$ cat src/rtl/switch_scan_controller.sv
// rtl/switch_scan_controller.sv - serial popcount of a captured switch vector with start/busy/done handshake
// Optional macro SWITCH_SCAN_EARLY_EXIT_EN ends the scan once no set bits remain.
module switch_scan_controller #(
  parameter int N_SW = 15,
  parameter int CW   = 4
) (
  input  logic            clk,
  input  logic            rst,
  input  logic            start,
  input  logic [N_SW-1:0] sw,
  output logic            busy,
  output logic            done,
  output logic [CW-1:0]   count,
  output logic            all_on
);

  localparam int IW = (N_SW > 1) ? $clog2(N_SW) : 1;
  localparam logic [IW-1:0] IDX_LAST = IW'(N_SW - 1);
  localparam logic [CW-1:0] FULL     = CW'(N_SW);

  typedef enum logic [1:0] {
    IDLE = 2'd0,
    SCAN = 2'd1,
    DONE = 2'd2
  } state_t;

  state_t          state;
  logic [N_SW-1:0] shreg;
  logic [CW-1:0]   acc;
  logic [IW-1:0]   idx;

  logic [CW-1:0]   acc_next;
  logic            last;

  assign acc_next = acc + CW'(shreg[0]);

`ifdef SWITCH_SCAN_EARLY_EXIT_EN
  // Nothing left above the bit being consumed means the total is already final.
  assign last = (idx == IDX_LAST) || ((shreg >> 1) == '0);
`else
  assign last = (idx == IDX_LAST);
`endif

  always_ff @(posedge clk) begin
    if (rst) begin
      state  <= IDLE;
      shreg  <= '0;
      acc    <= '0;
      idx    <= '0;
      busy   <= 1'b0;
      done   <= 1'b0;
      count  <= '0;
      all_on <= 1'b0;
    end else begin
      case (state)
        IDLE: begin
          done <= 1'b0;
          if (start) begin
            shreg <= sw;
            acc   <= '0;
            idx   <= '0;
            busy  <= 1'b1;
            state <= SCAN;
          end
        end
        SCAN: begin
          acc   <= acc_next;
          shreg <= shreg >> 1;
          idx   <= idx + IW'(1);
          if (last) begin
            count  <= acc_next;
            all_on <= (acc_next == FULL);
            done   <= 1'b1;
            state  <= DONE;
          end
        end
        DONE: begin
          // Unconditional return; a start seen here is dropped, not queued.
          done  <= 1'b0;
          busy  <= 1'b0;
          state <= IDLE;
        end
        default: begin
          done  <= 1'b0;
          busy  <= 1'b0;
          state <= IDLE;
        end
      endcase
    end
  end

endmodule

$ cat config.mk
export PLATFORM = sky130hd
export DESIGN_NAME = switch_scan_controller
export DESIGN_NICKNAME = d
export VERILOG_FILES = /design/src/rtl/switch_scan_controller.sv
export SDC_FILE = /design/constraint.sdc
export NUM_CORES = 1
export LEC_CHECK = 0
export ABC_AREA = 1
export CAP_MARGIN = 15
export CELL_PAD_IN_SITES_DETAIL_PLACEMENT = 0
export CELL_PAD_IN_SITES_GLOBAL_PLACEMENT = 2
export CORE_MARGIN = 2
export CORE_UTILIZATION = 35
export CTS_CLUSTER_SIZE = 25
export DETAILED_ROUTE_END_ITERATION = 6
export DONT_BUFFER_PORTS = 1
export PLACE_DENSITY_LB_ADDON = 0.05
export RECOVER_POWER = 25
export SLEW_MARGIN = 20
export SYNTH_ARGS = -nofsm -noshare
export SYNTH_HDL_FRONTEND = slang
export SYNTH_SLANG_ARGS = --single-unit
$ cat constraint.sdc
create_clock -name clk -period 3.7 [get_ports clk]
set_input_delay 0.555 -clock clk [delete_from_list [all_inputs] [get_ports clk]]
set_output_delay 0.555 -clock clk [all_outputs]
set_load 0.005 [all_outputs]
==> Yosys cells after proc, flatten, opt, wreduce, memory -nomap -nowiden <==
Cells that the tools add are included.
{ "totals": {"regBits": 32, "inputBits": 18, "output_inout_bits": 7, "elab_cells": 33} }
{ "op_classes": {"add_sub_neg": 2, "n_eq_ne": 5, "mux": 10, "bitwise": 1, "reduce_logical": 7} }
{ "op_table": {"columns": ["op", "count"], "rows": [
  ["$pmux W15 S2", 1],
  ["$pmux W4 S2", 2],
  ["$mux W15", 1],
  ["$eq A4 B4 Y1 const B", 2],
  ["$reduce_and A2 Y1", 4],
  ["$add A4 B1 Y4", 1],
  ["$add A4 B1 Y4 const B", 1],
  ["$mux W2", 2],
  ["$mux W4", 1],
  ["$ne A2 B2 Y1 const B", 2],
  ["$pmux W2 S2", 1],
  ["$eq A2 B1 Y1 const B", 1],
  ["$logic_not A2 Y1", 1],
  ["$pmux W1 S2", 1],
  ["$reduce_bool A2 Y1", 1],
  ["$reduce_or A2 Y1", 1],
  ["$mux W1", 1],
  ["$not A1 Y1", 1]
]} }

==> Logic depth before layout (Yosys ltp) <==
Gate-level depths: netlist (run 1).
{ "depth": {"depth_word": 3, "ltp_mapped": 9, "ltp_nobuf": 8} }

==> Worst setup path before layout (run 1) <==
OpenSTA, ideal clock, no wires.
{ "synth_path": {"kind": "input -> register", "start": "in start", "end": "reg shreg[10]", "setup_time_ns": 0.128, "arrival_ns": 1.186, "t_required_ns": 3.572, "setup_slack_ns": 2.386, "stages": 6, "n_path_buf": 1, "path_cell_list": "nand2_1 > nor2_4 > nor2_8 > buf_6 > a21oi_1 > nor2_1"} }
{ "synth_between": {"elab_chain_len": 2} }
{ "synth_rtl": {"columns": ["element", "line", "rtl"], "rows": [
  ["start, declared", "9", "input logic start,"],
  ["$ne A2 B2 Y1 (no line)", null, null],
  ["$reduce_and A2 Y1 (no line)", null, null],
  ["end signal, assigned", "59", "shreg <= sw;"],
  ["end signal, assigned", "68", "shreg <= shreg >> 1;"],
  ["end, declared", "28", "logic [N_SW-1:0] shreg;"]
]} }
Every way passes these cells.
A chain may end at the register's enable or synchronous reset.

==> Worst setup path in the final report (run 1) <==
{ "layout_path": {"start": "reg state[1]", "end": "reg shreg[14]"} }
{ "layout_between": {"elab_chain_len": 3, "elab_cells_between_ends": 6, "cone_classes": "eq/ne (2); mux (1); reduce/logical (3)"} }
{ "layout_rtl": {"columns": ["element", "line", "rtl"], "rows": [
  ["start, declared", "27", "state_t state;"],
  ["start signal, assigned", "46", "state <= IDLE;"],
  ["start signal, assigned", "63", "state <= SCAN;"],
  ["start signal, assigned", "74", "state <= DONE;"],
  ["$eq A2 B1 Y1 or $logic_not A2 Y1 (tied branches)", "55", "case (state)"],
  ["$reduce_bool A2 Y1 (no line) or $ne A2 B2 Y1 (tied branches)", null, null],
  ["$reduce_and A2 Y1 (no line)", null, null]
]} }
Several ways; a longest one is shown, not always the timed one.

==> results.toml, run 1 <==
[clock_tree]
clkTransAtPathRegs_ns = 0.07
cts_buffers = 5
cts_hold_buffers = 0
cts_setup_buffers = 0
cts_root_buffer = "clkbuf_8"
h-tree-depth = 2
worstSkewPairLatency_ns = 0.28
ctsResizeCount = 0
clockBufferDepth = 2
cts_tree = "done"
clock-sinks = 32

[sta]
slew-limit-headroom_pct = 37.33
skew_ns = 0.005111
rsz0062_at_grt = "no"
hold_viol = 0
timing.setup.tns_ns = 0
setup_slack_ns = 1.313
tightest_slew_ns = 0.9349
fmax_ghz = 0.4190
drv_slew = 0
finalCritPeriodShare_pct = 64.51
setup_violations = 0
min_period_ns = 2.387

[worst_setup_path]
critPathBufInv = 2
cpPeakStageDelay_ns = 0.84
cp_data_required_time_ns = 3.91
crit_slowest_cell = "clkinvlp_2"
critPathMostFrequentCell = "nand2_1"
setup.worst_path.start_class = "flip-flop"
crit_chain = "inv_2 > nand2_1 > clkinvlp_2 > nor2_8 > nand2_1 > a21oi_1"
cp-end-kind = "flip-flop"
cp_top_family = "buffers and inverters"
crit_type = "flip-flop to flip-flop"
cp_data_arrival_time_ns = 2.59
critPathMaxFanout = 20

[synth]
ys_top_cells_by_area = "dfxtp_1, nand2_1, a21oi_1, nand3_1, nor2_1"
synth.cell_area_sq_um = 1425
synthAdderAreaFrac_pct = 3.512
synth_warnings = 0
synth_edf_count = 0
synth_area_per_cell_sq_um = 7.621
synth-simple-area-share_pct = 29.50
synth_mux_area_share_pct = 0
syn_nets = 209
async_flop_share_pct = 0
seq_area_frac_synth_pct = 44.95
synth-compound-area-share_pct = 13.43
synth.distinct_cells = 24
ys_ff_latch = 32
syn_inst = 187
synth-main-ff-cell = "dfxtp_1"
synthTopCellsByCount = "nand2_1, dfxtp_1, a21oi_1"
netlist.area_leader.share_pct = 44.95
synth.most_common_cell = "nand2_1"
synth_top_cell_by_area = "dfxtp_1"
synth_top_family_by_area = "simple AND/OR/NAND/NOR gates"
synthXorXnorAreaFrac_pct = 0

[grt]
track_usage_pct = 16.18
grt_pass1_vias = 1148
antenna_found_initial = 0
grt_pass1_wl_um = 5375
grt_max_degree = 21
overflow = 0

[power_and_ir_drop]
vdd_drop_max_uv = 217.9
power_density_nw_per_um2 = 468.6
p_leak_uw = 0.0006078
power.total_uw = 704.2

[route]
post-route-drc-count = 0
drt_pass1_iterations = 3
routed_wl_um = 3104
drt-initial-drc-count = 54
wl_per_cell_um = 13.04
vias_per_cell = 4.815
antenna_left = 0
num_vias = 1146

[layout]
post-route-util_pct = 37.84
nets = 209
num-fill-cells = 436
syn_to_final_growth_pct = 5.443
antenna_cells = 0
stdcell_area_sq_um = 1503
drive_above_1_share_pct = 7.979

[run]
max_cap_violations = 0

[min_path]
hold_class = "primary input to flip-flop"

[placed_design]
place.gp.congestion = 0.7389
portBuffers = 0
dpl_cell_area_sq_um = 1424
dp_slack_ns = 2.201
hpwl_um = 2149

[floorplanning]
num_rows = 23
die_y_um = 67.81
core_sq_um = 3971
dieArea_sq_um = 4598
start_util_pct = 35.89
io_pins = 25
die_width_um = 67.81

[run_status]
outcome = "finished clean"
-- final timing paths --
kind,from,end,slack [ns],cells after the start
setup reg to reg,state[1]$_SDFFE_PP0P_,shreg[14]$_SDFFE_PP0P_,1.31,6
hold reg to reg,shreg[14]$_SDFFE_PP0P_,shreg[14]$_SDFFE_PP0P_,0.46,2
setup / recovery,state[1]$_SDFFE_PP0P_,shreg[14]$_SDFFE_PP0P_,1.31,6
hold / removal,rst,count[3]$_SDFFE_PP0P_,0.34,1
-- per-layer routing --
| layer | GRT usage, % | wire [um] | part of all wire [%] |
|---|---|---|---|
| met5 | 0 | 0 | 0 |
| met1 | 18.60 | 1466 | 47 |
| met2 | 27.33 | 1470 | 47 |
| met4 | 6.000 | 21 | 0.68 |
| met3 | 6.086 | 145 | 4.7 |
-- cell usage in the layout (no fill, tap or decap) --
| cell | n |
|---|---|
| a21oi_1 | 19 |
| a21oi_2 | 2 |
| a31oi_1 | 4 |
| clkbuf_1 | 2 |
| clkbuf_8 | 6 |
| clkinvlp_2 | 1 |
| dfxtp_1 | 32 |
| ha_1 | 4 |
| inv_1 | 13 |
| inv_2 | 1 |
| nand2_1 | 60 |
| nand2_4 | 1 |
| nand3_1 | 13 |
| nand3_2 | 1 |
| nand4_1 | 1 |
| nor2_1 | 15 |
| nor2_4 | 1 |
| nor2_8 | 1 |
| nor3_1 | 1 |
| o21ai_0 | 9 |
| o21ai_2 | 1 |
-- report_power, final --
part           switching, uW  total (uW)  internal, uW
sequential              8.48         368           360
combinational           42.7        61.7          19.0
clock                    123         274           152
-- final cells by class --
cell class,count,area (sq um),share of cell area (%)
Multi-Input combinational cell,133,651.9,43.38
Tap cell,50,62.56,4.163
Clock buffer,8,90.09,5.995
Inverter,15,57.56,3.830
Sequential cell,32,640.6,42.63
-- metrics by stage --
step / cells / hold slack (ns)
after floorplan: 187 / 0.4390
after global placement: 230 / 0.4577
after detailed placement: 230 / 0.4575
after CTS: 238 / 0.3282
after global routing: 238 / 0.3206
final: 238 / 0.3375
-- kinds of logic after synthesis --
kind of cell               after synthesis
and+or+nand+nor                         94
AOI/OAI and AO/OA                       35
DFF                                     32
buffers and inverters                   22
adders and majority gates                4
-- state kept, by name, indices dropped and copies added, names as in the netlist --
name    cells
shreg      15
acc         4
busy        1
idx         4
state       2
all_on      1
done        1
count       4
Power figures use the tool's default switching activity.
==> inputs of run 2 (changes only) <==
==> constraint.sdc (replaced) <==
create_clock -name clk -period 2.2 [get_ports clk]
set_input_delay 0.33 -clock clk [delete_from_list [all_inputs] [get_ports clk]]
set_output_delay 0.33 -clock clk [all_outputs]
set_load 0.005 [all_outputs]
==> run 2 against run 1 <==
Cell count fell by 0.42%. Critical endpoint is now count[3]$_SDFFE_PP0P_. Via count rose by 1.0%. Combinational power rose by 72%. Highest routed layer unchanged.
==> results.toml, run 2 (synthesized netlist as in run 1, its figures left out) <==
[layout]
nets = 209
final_common_cell = "nand2_1"
drive_above_1_share_pct = 9.626
antenna_cells = 0
final_cell_mix = "nand2_1, dfxtp_1, a21oi_1"
fin_cells = 237
syn_to_final_growth_pct = 6.673
num-fill-cells = 442
largest_register_ffs = 15
regMostFlops = "shreg"

[clock_tree]
clkTransAtPathRegs_ns = 0.07
clockBufferDepth = 2
clock-sinks = 32
cts_tree = "done"
ctsResizeCount = 0
cts_buffers = 5
cts_setup_buffers = 0
h-tree-depth = 2
cts_root_buffer = "clkbuf_8"
cts_hold_buffers = 0
worstSkewPairLatency_ns = 0.28

[worst_setup_path]
critPathMaxFanout = 9
critPathMostFrequentCell = "inv_1"
crit_slowest_cell = "nor2_1"
setup.worst_path.start_class = "flip-flop"
cp_data_arrival_time_ns = 1.69
cp_data_required_time_ns = 2.38
cp-end-kind = "flip-flop"
crit_chain = "inv_1 > ha_1 > nand3_1 > nor2_1 > inv_1 > nand2_1 > a21oi_1"
cpPeakStageDelay_ns = 0.41
crit_type = "flip-flop to flip-flop"

[floorplanning]
io_pins = 25
die_width_um = 67.81
start_util_pct = 35.89
core_sq_um = 3971
die_y_um = 67.81
num_rows = 23
dieArea_sq_um = 4598

[power_and_ir_drop]
p_leak_uw = 0.0006200
vdd_drop_max_uv = 292.5
power_density_nw_per_um2 = 797.0

[run]
max_cap_violations = 0

[sta]
drv_slew = 0
hold_viol = 0
timing.setup.tns_ns = 0
rsz0062_at_grt = "no"
min_period_ns = 1.508
slew-limit-headroom_pct = 68.65
fmax_ghz = 0.6631
skew_ns = 0.006559
tightest_slew_ns = 0.4686
finalCritPeriodShare_pct = 68.55
setup_violations = 0

[route]
wl_per_cell_um = 12.70
vias_per_cell = 4.886
post-route-drc-count = 0
routed_wl_um = 3010
num_vias = 1158
antenna_left = 0
drt-initial-drc-count = 26
drt_pass1_iterations = 4

[grt]
grt_pass1_vias = 1165
overflow = 0
grt_pass1_wl_um = 5223
grt_max_degree = 21
antenna_found_initial = 0
track_usage_pct = 15.74

[placed_design]
dp_cells = 230
hpwl_um = 2116
portBuffers = 0
place.gp.congestion = 0.6834

[min_path]
hold_class = "primary input to flip-flop"

[run_status]
outcome = "finished clean"
==> run 2: cell type report <==
class | count | area, sq um | area share [%]
clock buffer | 7 | 96.34 | 6.337
sequential | 32 | 640.6 | 42.14
tap | 50 | 62.56 | 4.115
multi-input combinational | 133 | 661.9 | 43.54
inverter | 15 | 58.81 | 3.868
==> run 2: per-stage QoR <==
| stage | cell area, sq um | worst slack [ns] | hold WS [ns] | total power [uW] | utilization, % |
|---|---|---|---|---|---|
| after floorplan | 1425 | 0.9244 | 0.4390 | 735.2 | - |
| after global placement | 1424 | 0.8043 | 0.4025 | 739.5 | 35.85 |
| after detailed placement | 1424 | 0.6683 | 0.4055 | 742.4 | 35.85 |
| after CTS | 1520 | 0.6715 | 0.1005 | 1234 | 38.28 |
| after global routing | 1520 | 0.4946 | 0.09242 | 1280 | 38.28 |
| final | 1520 | 0.6920 | 0.1090 | 1212 | 38.28 |
==> run 2: worst paths after layout <==
| kind | start | end | slack, ns | depth (start not counted) |
|---|---|---|---|---|
| setup / recovery | idx[0]$_SDFFE_PP0P_ | count[3]$_SDFFE_PP0P_ | 0.69 | 7 |
| hold / removal | rst | shreg[0]$_SDFFE_PP0P_ | 0.11 | 1 |
| setup reg to reg | idx[0]$_SDFFE_PP0P_ | count[3]$_SDFFE_PP0P_ | 0.69 | 7 |
| hold reg to reg | shreg[14]$_SDFFE_PP0P_ | shreg[14]$_SDFFE_PP0P_ | 0.46 | 2 |
==> run 2: power by group <==
part | internal [uW] | total [uW] | switching (uW)
Clock | 278 | 486 | 207
Sequential | 605 | 620 | 15.1
Combinational | 33.4 | 106 | 72.3
==> run 2: critical path: cells and delay by family (launching register included) <==
kind / cells / cell delay, ns
compound gates: 1 / 0.06
simple gates: 3 / 0.64
buf+inv: 2 / 0.22
flops: 1 / 0.33
fa+ha+maj: 1 / 0.16
==> run 2: per-layer routing <==
| metal | GRT usage (%) | wire [um] |
|---|---|---|
| met3 | 6.250 | 153 |
| met1 | 17.96 | 1357 |
| met4 | 6.750 | 57 |
| met5 | 0 | 0 |
| met2 | 26.10 | 1441 |
==> inputs of run 3 (changes only) <==
--- a/config.mk
+++ b/config.mk
@@ -10,7 +10,7 @@
 export CELL_PAD_IN_SITES_DETAIL_PLACEMENT = 0
 export CELL_PAD_IN_SITES_GLOBAL_PLACEMENT = 2
 export CORE_MARGIN = 2
-export CORE_UTILIZATION = 35
+export CORE_UTILIZATION = 31
 export CTS_CLUSTER_SIZE = 25
 export DETAILED_ROUTE_END_ITERATION = 6
 export DONT_BUFFER_PORTS = 1
==> constraint.sdc (replaced) <==
create_clock -name clk -period 1.35 [get_ports clk]
set_input_delay 0.2025 -clock clk [delete_from_list [all_inputs] [get_ports clk]]
set_output_delay 0.2025 -clock clk [all_outputs]
set_load 0.005 [all_outputs]
==> run 3 against run 2 <==
Wire length rose by 4.5%. Setup slack lost 0.58 ns. First-iteration DRC count rose by 110%. Total power grew 64%. Register-to-register slack lost 0.58 ns. Die area increased by 12%. Critical endpoint is now all_on$_SDFFE_PP0P_.
==> results.toml, run 3 (synthesized netlist as in run 1, its figures left out) <==
[grt]
grt_pass1_vias = 1200
track_usage_pct = 13.75
grt_pass1_wl_um = 5375
grt_max_degree = 19
busiest_layer = "met2"
grt_util_met2_pct = 23.15
antenna_found_initial = 0
met3_usage_pct = 3.938
overflow = 0
grt_util_met1_pct = 15.87

[worst_setup_path]
r2r-start = "idx[0]$_SDFFE_PP0P_"
critPathBufInv = 3
cp-end-kind = "flip-flop"
critPathMostFrequentCell = "inv_1"
rr_endpoint = "all_on$_SDFFE_PP0P_"
cp_data_required_time_ns = 1.56
cpPeakStageDelay_ns = 0.35
crit_type = "flip-flop to flip-flop"
r2r_slack_ns = 0.12
crit_slowest_cell = "dfxtp_1"
r2r_cells = 8
setup.worst_path.start_class = "flip-flop"
cp_data_arrival_time_ns = 1.44
crit_chain = "inv_1 > ha_1 > nand3_1 > nor2_1 > buf_4 > inv_1 > nand2_1 > a21oi_1"
cp_top_family = "flip-flops"
critPathMaxFanout = 9

[clock_tree]
clkTransAtPathRegs_ns = 0.07
cts_root_buffer = "clkbuf_8"
worstSkewPairLatency_ns = 0.28
cts_setup_buffers = 0
cts_tree = "done"
h-tree-depth = 2
cts_buffers = 5
clock-sinks = 32
clockBufferDepth = 2

[placed_design]
dpl_cell_area_sq_um = 1519
place.gp.congestion = 0.7312
portBuffers = 0
hpwl_um = 2289

[min_path]
hold_start = "sw[14]"
hold_path_depth = 2
worstHoldEndpoint = "shreg[14]$_SDFFE_PP0P_"
hold_class = "primary input to flip-flop"

[layout]
regMostFlops = "shreg"
largest_register_ffs = 15
antenna_cells = 0
drive_above_1_share_pct = 15.15
stdcell_area_sq_um = 1633
final_common_cell = "nand2_1"
syn_to_final_growth_pct = 14.57
multi_input_area_sq_um = 674.4
num-fill-cells = 471
nets = 219
final_cell_mix = "nand2_1, dfxtp_1, a21oi_1"
regArea_sq_um = 644.4

[floorplanning]
core_sq_um = 4384
die_width_um = 71.80
die_y_um = 71.80
dieArea_sq_um = 5155
start_util_pct = 32.51
num_rows = 24
io_pins = 25

[sta]
fmax_ghz = 0.8110
hold_viol = 0
finalCritPeriodShare_pct = 91.34
drv_slew = 0
skew_ns = 0.004074
rsz0062_at_grt = "no"
min_period_ns = 1.233
slew-limit-headroom_pct = 52.49
whs_ns = 0.06880
setup_violations = 0
timing.setup.tns_ns = 0
tightest_slew_ns = 0.7103

[power_and_ir_drop]
power_density_nw_per_um2 = 1218
vdd_drop_max_uv = 455.4
p_leak_uw = 0.0006700

[route]
wl_per_cell_um = 12.58
antenna_left = 0
num_vias = 1188
routed_wl_um = 3144
post-route-drc-count = 0
drt_pass1_iterations = 4
vias_per_cell = 4.752
drt-initial-drc-count = 55

[run_status]
outcome = "finished clean"

[run]
max_cap_violations = 0
run 3: cell type report:
type | instances | area share [%]
flip-flops and latches | 32 | 39.46
multi-input cells | 133 | 41.30
clock buffers | 8 | 5.517
repair buffers | 10 | 6.283
well taps | 52 | 3.985
inverters | 15 | 3.448
run 3: report_power, final:
part	internal, uW	switching, uW	total [uW]
sequential	987	26.0	1010
clock	415	337	752
combinational	89.2	134	224
total	1490	497	1990
run 3: routing by layer:
metal,up-vias,routed length (um)
met5,-,0
met4,0,50
met3,5,176
met2,32,1453
met1,526,1463
li1,625,-
run 3: repair_timing:
item | CTS | global route
setup endpoints to repair | 0 | 4
gates resized for setup | 0 | 7
hold buffers | 1 | 0
endpoints found under the hold margin | 18 | 0
run 3: worst max-delay path by stage:
stage,startpoint,to,slack (ns),cells past startpoint
2_1_floorplan,idx[0]$_SDFFE_PP0P_,count[3]$_SDFFE_PP0P_,0.07,7
3_3_place_gp,shreg[0]$_SDFFE_PP0P_,all_on$_SDFFE_PP0P_,0.08,6
3_5_place_dp,shreg[0]$_SDFFE_PP0P_,all_on$_SDFFE_PP0P_,0.10,8
4_1_cts,shreg[0]$_SDFFE_PP0P_,all_on$_SDFFE_PP0P_,0.06,8
5_1_grt,state[0]$_SDFFE_PP0P_,shreg[1]$_SDFFE_PP0P_,0.005,8
6_report,idx[0]$_SDFFE_PP0P_,all_on$_SDFFE_PP0P_,0.12,8
run 3: stage by stage:
step	total power (uW)	util (%)	worst slack (ns)	instances
after global routing	2094	37.24	0.004749	250
after CTS	2027	36.93	0.06254	250
after global placement	1246	34.65	0.08302	241
after floorplan	1198	-	0.07438	187
after detailed placement	1249	34.65	0.1008	241
final	1989	37.24	0.1169	250
